===== src/rtl/alu_pkg.sv =====
// Shared opcode encodings and default datapath width for the LEGv8 execute-stage ALU.
package alu_pkg;

  localparam int unsigned ALU_W = 64;

  typedef enum logic [3:0] {
    ALU_AND   = 4'b0000,
    ALU_OR    = 4'b0001,
    ALU_ADD   = 4'b0010,
    ALU_SUB   = 4'b0110,
    ALU_PASSB = 4'b0111
  } alu_op_e;

endpackage


===== src/rtl/alu_addsub.sv =====
// N-bit adder/subtractor shared by ADD and SUB: sub=1 computes a + ~b + 1.
module alu_addsub #(
  parameter int unsigned N = 64
) (
  input  logic [N-1:0] a,
  input  logic [N-1:0] b,
  input  logic         sub,
  output logic [N-1:0] sum,
  output logic         cout,
  output logic         ovf
);

  logic [N-1:0] w_b_eff;
  logic [N:0]   w_full;

  always_comb begin
    w_b_eff = sub ? ~b : b;
    w_full  = {1'b0, a} + {1'b0, w_b_eff} + {{N{1'b0}}, sub};
    sum     = w_full[N-1:0];
    cout    = w_full[N];
    // Operands of the effective addition share a sign that the sum does not.
    ovf     = (a[N-1] == w_b_eff[N-1]) && (w_full[N-1] != a[N-1]);
  end

endmodule


===== src/rtl/alu_core.sv =====
// 64-bit LEGv8 ALU: opcode mux, zero detect and one output register stage.
// Define ALU_FLAGS_EN to add registered negative/carry/overflow outputs.
module alu_core
  import alu_pkg::*;
#(
  parameter int unsigned N = ALU_W
) (
  input  logic         clk,
  input  logic         reset,
  input  logic [N-1:0] a,
  input  logic [N-1:0] b,
  input  logic [3:0]   ALUControl,
`ifdef ALU_FLAGS_EN
  output logic         negative,
  output logic         carry,
  output logic         overflow,
`endif
  output logic [N-1:0] result,
  output logic         zero
);

  logic [N-1:0] w_sum;
  logic         w_cout;
  logic         w_ovf;
  logic         w_sub;
  logic         w_arith;
  logic [N-1:0] w_next;

  assign w_sub   = (ALUControl == ALU_SUB);
  assign w_arith = (ALUControl == ALU_ADD) || w_sub;

  alu_addsub #(
    .N (N)
  ) u_addsub (
    .a    (a),
    .b    (b),
    .sub  (w_sub),
    .sum  (w_sum),
    .cout (w_cout),
    .ovf  (w_ovf)
  );

  always_comb begin
    w_next = '0;
    case (ALUControl)
      ALU_AND:   w_next = a & b;
      ALU_OR:    w_next = a | b;
      ALU_ADD:   w_next = w_sum;
      ALU_SUB:   w_next = w_sum;
      ALU_PASSB: w_next = b;
      default:   w_next = '0;
    endcase
  end

  always_ff @(posedge clk) begin
    if (reset) begin
      result <= '0;
      zero   <= 1'b1;
    end else begin
      result <= w_next;
      zero   <= (w_next == '0);
    end
  end

`ifdef ALU_FLAGS_EN
  always_ff @(posedge clk) begin
    if (reset) begin
      negative <= 1'b0;
      carry    <= 1'b0;
      overflow <= 1'b0;
    end else begin
      negative <= w_next[N-1];
      carry    <= w_arith & w_cout;
      overflow <= w_arith & w_ovf;
    end
  end
`else
  logic w_unused;
  assign w_unused = w_arith ^ w_cout ^ w_ovf;
`endif

endmodule


===== config.mk =====
export PLATFORM = sky130hd
export DESIGN_NAME = alu_core
export DESIGN_NICKNAME = d
export VERILOG_FILES = /design/src/rtl/alu_pkg.sv /design/src/rtl/alu_addsub.sv /design/src/rtl/alu_core.sv
export SDC_FILE = /design/constraint.sdc
export NUM_CORES = 1
export LEC_CHECK = 0
export ABC_AREA = 1
export CAP_MARGIN = 20
export CORE_UTILIZATION = 50
export DETAILED_ROUTE_END_ITERATION = 10
export GPL_ROUTABILITY_DRIVEN = 0
export PLACE_DENSITY = 0.78
export SLEW_MARGIN = 5
export SYNTH_ARGS = -nofsm -noshare
export SYNTH_HDL_FRONTEND = slang
export SYNTH_SLANG_ARGS = --single-unit
export TNS_END_PERCENT = 5

===== constraint.sdc =====
create_clock -name clk -period 7.6 [get_ports clk]
set_input_delay 1.9 -clock clk [delete_from_list [all_inputs] [get_ports clk]]
set_output_delay 1.9 -clock clk [all_outputs]
set_load 0.05 [all_outputs]

# == After elaboration in Yosys (flattened, before gate mapping) ==
# Index checks and enable logic that the tools add are counted.
# W data, S select, Z words.
# word_totals
register_bits,65
input_bits,134
wordCells,16
# classes
n_addsub,2
eq_ne,4
muxes,2
bitwise_logic,3
n_reduce_logical,3
# ops
op,count
$pmux W64 S4,1
$add A64 B1 Y64,1
$add A64 B64 Y64,1
$and A64 B64 Y64,1
$logic_not A64 Y1,1
$mux W64,1
$not A64 Y64,1
$or A64 B64 Y64,1
$eq A4 B3 Y1 const B,2
$eq A4 B1 Y1 const B,1
$eq A4 B2 Y1 const B,1
$logic_not A4 Y1,1
$reduce_or A2 Y1,1

# == Depth between registers and ports, before layout ==
# depth
ltp_word,6
depth_mapped,26
mapped_depth_nobuf,26

# == Cells and area by module ==
# Synthesis repeated with hierarchy kept, for this count alone.
# hier_totals
cells_unflattened,1954
area_unflattened_um2,10661.5
# by_module_without_submodules
mod,instances,cells_per_inst,area_each_um2,seq_area_each_um2
alu_addsub,1,1056,5744.3,0.0
alu_core,1,898,4917.2,1301.2

# == Least setup slack after synthesis ==
# No wires, ideal clock.
# synth_timing
kind,input -> register
startpoint,input port ALUControl[2]
endpoint,register zero
setup_time_ns,0.058
arrival_time_ns,4.589
required_time_ns,7.542
path_slack_ns,2.953
stages,20
cell_sequence,inv_1 > nor2_1 > nand2_1 > clkbuf_1 > xor2_1 > ha_1 > nand2_1 > inv_1 > nand2_1 > nand3_1 > or2_2 > a22oi_1 > nand3_1 > nor2_1 > nand3_1 > nor3_1 > nand3_1 > nor2_1 > nand3_1 > nand2_1
# synth_via
elab_chain_len,6
elab_cells_between_ends,11
classes_between,add/sub: 2; eq/ne: 4; mux: 2; reduce/logical: 3
# synth_rtl
item,line_no,text
start: declaration,alu_core.sv:12,"input logic [3:0] ALUControl,"
$eq A4 B3 Y1,"alu_core.sv:29, alu_core.sv:45",
$mux W64,alu_addsub.sv:17,w_b_eff = sub ? ~b : b;
$add A64 B64 Y64,alu_addsub.sv:18,"w_full = {1'b0, a} + {1'b0, w_b_eff} + {{N{1'b0}}, sub};"
$add A64 B1 Y64,alu_addsub.sv:18,
$pmux W64 S4 *,alu_core.sv:45,case (ALUControl)
$logic_not A64 Y1 *,alu_core.sv:61,zero <= (w_next == '0);
end signal: assignment,alu_core.sv:61,
end: declaration,alu_core.sv:19,output logic zero
# Mark *: on every way between the ends. The rest lies on a longest branch, timed or not.
# A chain may end at the register's enable or synchronous reset.

# == Worst setup path in the final report ==
# Ends and elaborated chain as after synthesis.

==> metrics.txt <==
Synth Instances about 1.9k; Worst Hold Class primary input to register; fraction of layout cells with a size suffix above 1 between 3 and 4%; grt met3 use approximately 6.5%; #FFs+latches synth 65; I/O Buffers 198; Initial DRC Count approximately 1.6k; clk root buf clkbuf_16; Post-Syn Area just over 10000 µm²; initial antenna violation count 0; detailed placement HPWL between 30 and 40 mm; DR pass1 iterations 6; Tcrit/Tclk final just over 80%; cells along the critical path clkdlybuf4s50_1 -> inv_1 -> nor2_1 -> nand2_4 -> buf_4 -> xor2_1 -> ha_1 -> nand2_1 -> inv_1 -> nand2_1 -> nor2_1 -> nand2_1 -> nor2_1 -> nand2_1 -> nand3_1 -> nand2_1 -> nand3_1 -> nand2_1 -> nor3_1 -> nand3_1 -> nor2_1 -> nand3_1 -> nand2_1; most common flop cell mapped by yosys dfxtp_1; CP Class primary input to register; routed len/inst roughly 16 µm; Worst setup EP type register; ANT cells 0; Mean Syn Cell Area 5.235 µm²; total track usage roughly 36%; global route overflow 0; Clk pin slew, worst setup/hold paths about 0.07 ns; Final TNS setup 0 ns; RSZ-0062 raised after global routing false; design area approximately 13000 µm²; via count around 13k; GR peak layer met2; cell family with the largest share of critical-path delay simple AND/OR/NAND/NOR gates; syn nets between 2k and 2.5k; Pwr Density 138.7 nW/µm²; Hold Violations, Final 0; first-pass GRT wire length about 58 mm; drt total wl roughly 38 mm; nets around 2.3k; DIE AREA a little over 20000 µm²; Max Freq approximately 0.16 GHz; H-tree level count 3; CTS Buf Count 9; CP startpoint kind primary input; Setup violations, final 0; critical path's slowest cell clkdlybuf4s50_1; die width roughly 140 µm; Buf/Inv on CP 4; # placed instances ~2.4k; clk sinks 65; setup repair bufs after CTS 0; WP data required 7.91 ns; number of buffers on the longest clock path 2; CP max stage delay ~0.47 ns; slew of the pin with the lowest slew margin 0.8278 ns; DP Worst Slack between 1 and 1.5 ns; max-slew violation count 0; Avg Vias per Cell ~5.4; status finished clean; post-synthesis async set-or-reset flop share 0%; Leak between 6 and 7 nW; peak supply drop between 0.1 and 0.15 mV; Ys Warns 0; io pins roughly 200; CP most frequent cell nand2_1; synth unique cells 39; initial core utilization 51.47%; post-cts repair resize count 0; Core ar. slightly below 20000 µm²; DR DRC count 0; CTS tree yes; total power about 1.8 mW; Die Span Y between 100 and 150 µm; Std-Cell Rows 51; Max-Cap Viols 0; met1 usage in global routing between 50% and 60%; vias in the first global route between 10k and 15k; placed instance area 12300 µm²; worst rel slew slack roughly 45%; Area Growth Syn to Fin 25.32%; Final Critical Period 6.160 ns; pin count of the biggest net entering global routing between 60 and 70; crit path DAT between 6 and 7 ns; worst-path fanout max 33; fin cells 2374; GR Util met2 55.25%; CTS Hold Bufs 0; EDFF count, synth 0; sequential-to-total area share from yosys stat about an eighth; final worst slack around 1.4 ns; antenna-violating nets left 0
[stage by stage]
step / hold slack [ns] / util [%]
floorplan: 2.099 / -
global placement: 2.561 / 62.80
detailed placement: 2.563 / 62.80
CTS: 2.205 / 64.50
global route: 2.254 / 64.50
finish: 2.221 / 64.50
[worst paths after layout]
| path | start | end | slack (ns) | cells past startpoint |
|---|---|---|---|---|
| max | ALUControl[2] | zero | 1.44 | 23 |
| min | reset | zero | 2.22 | 4 |
[cells by family after synthesis]
family,count (synthesis),synth area share (%)
simple gates,983,40.59
buf+inv,446,16.74
compound gates,295,15.07
fa+ha+maj,73,9.134
flops,65,12.91
xor+xnor,64,5.560
[registers in the layout, indices dropped and copies added (netlist names)]
signal and cells:
result 64, zero 1
[worst min-delay path, cell delays in order]
cell and delay (ns):
buf_2 0.10, buf_4 0.35, inv_1 0.12, nand2_1 0.05
[placed cells by master, fill, tap and decap left out, types with 3 or more instances in the layout]
master,count
nand4_1,13
nand3_1,124
nor3_2,3
o21ai_1,10
dfxtp_1,65
nor4_1,3
xor2_1,62
buf_4,6
nand3b_1,13
inv_1,407
clkbuf_16,9
nor2_2,10
nand2_2,13
nor3_1,14
inv_2,3
ha_1,72
or2_2,3
nand3_2,6
bufinv_16,3
a21oi_1,128
o21bai_1,8
o21ai_0,141
nor2_1,229
nand2_1,544
clkdlybuf4s50_1,197
[cell type report]
type                       instances  area (µm²)
clock inverter                     6       107.6
inverter                         410        1539
multi-input combinational       1415        7108
clock buffer                       9       225.2
timing repair buffer             204        2022
fill                            1941        6955
sequential                        65        1301
tap                              265       331.6
[synth_stat cells (all sizes together) (13+ instances only)]
library cell / count / area share, %
nand4: 13 / 0.81
dfxtp: 65 / 13
o21ai: 151 / 7.5
nor3: 17 / 0.99
a21oi: 128 / 6.4
buf: 13 / 0.62
nand3: 130 / 6.7
nand2: 559 / 21
clkbuf: 23 / 0.86
xor2: 62 / 5.4
nand3b: 13 / 0.97
nor2: 240 / 9.3
ha: 72 / 8.9
inv: 410 / 15
[power by group]
group          switching [mW]  total (mW)  internal, mW
clock network           0.188       0.507         0.318
registers             0.00446       0.362         0.358
logic                   0.579       0.883         0.304
[per-layer routing]
layer	part of all wire (%)	up-vias	wire, µm
met2	41	796	15480
met5	0	-	0
met4	3.4	0	1278
met1	43	5670	16110
li1	-	6291	-
met3	13	90	4790
Note: power is estimated with default switching activity, not from simulation.
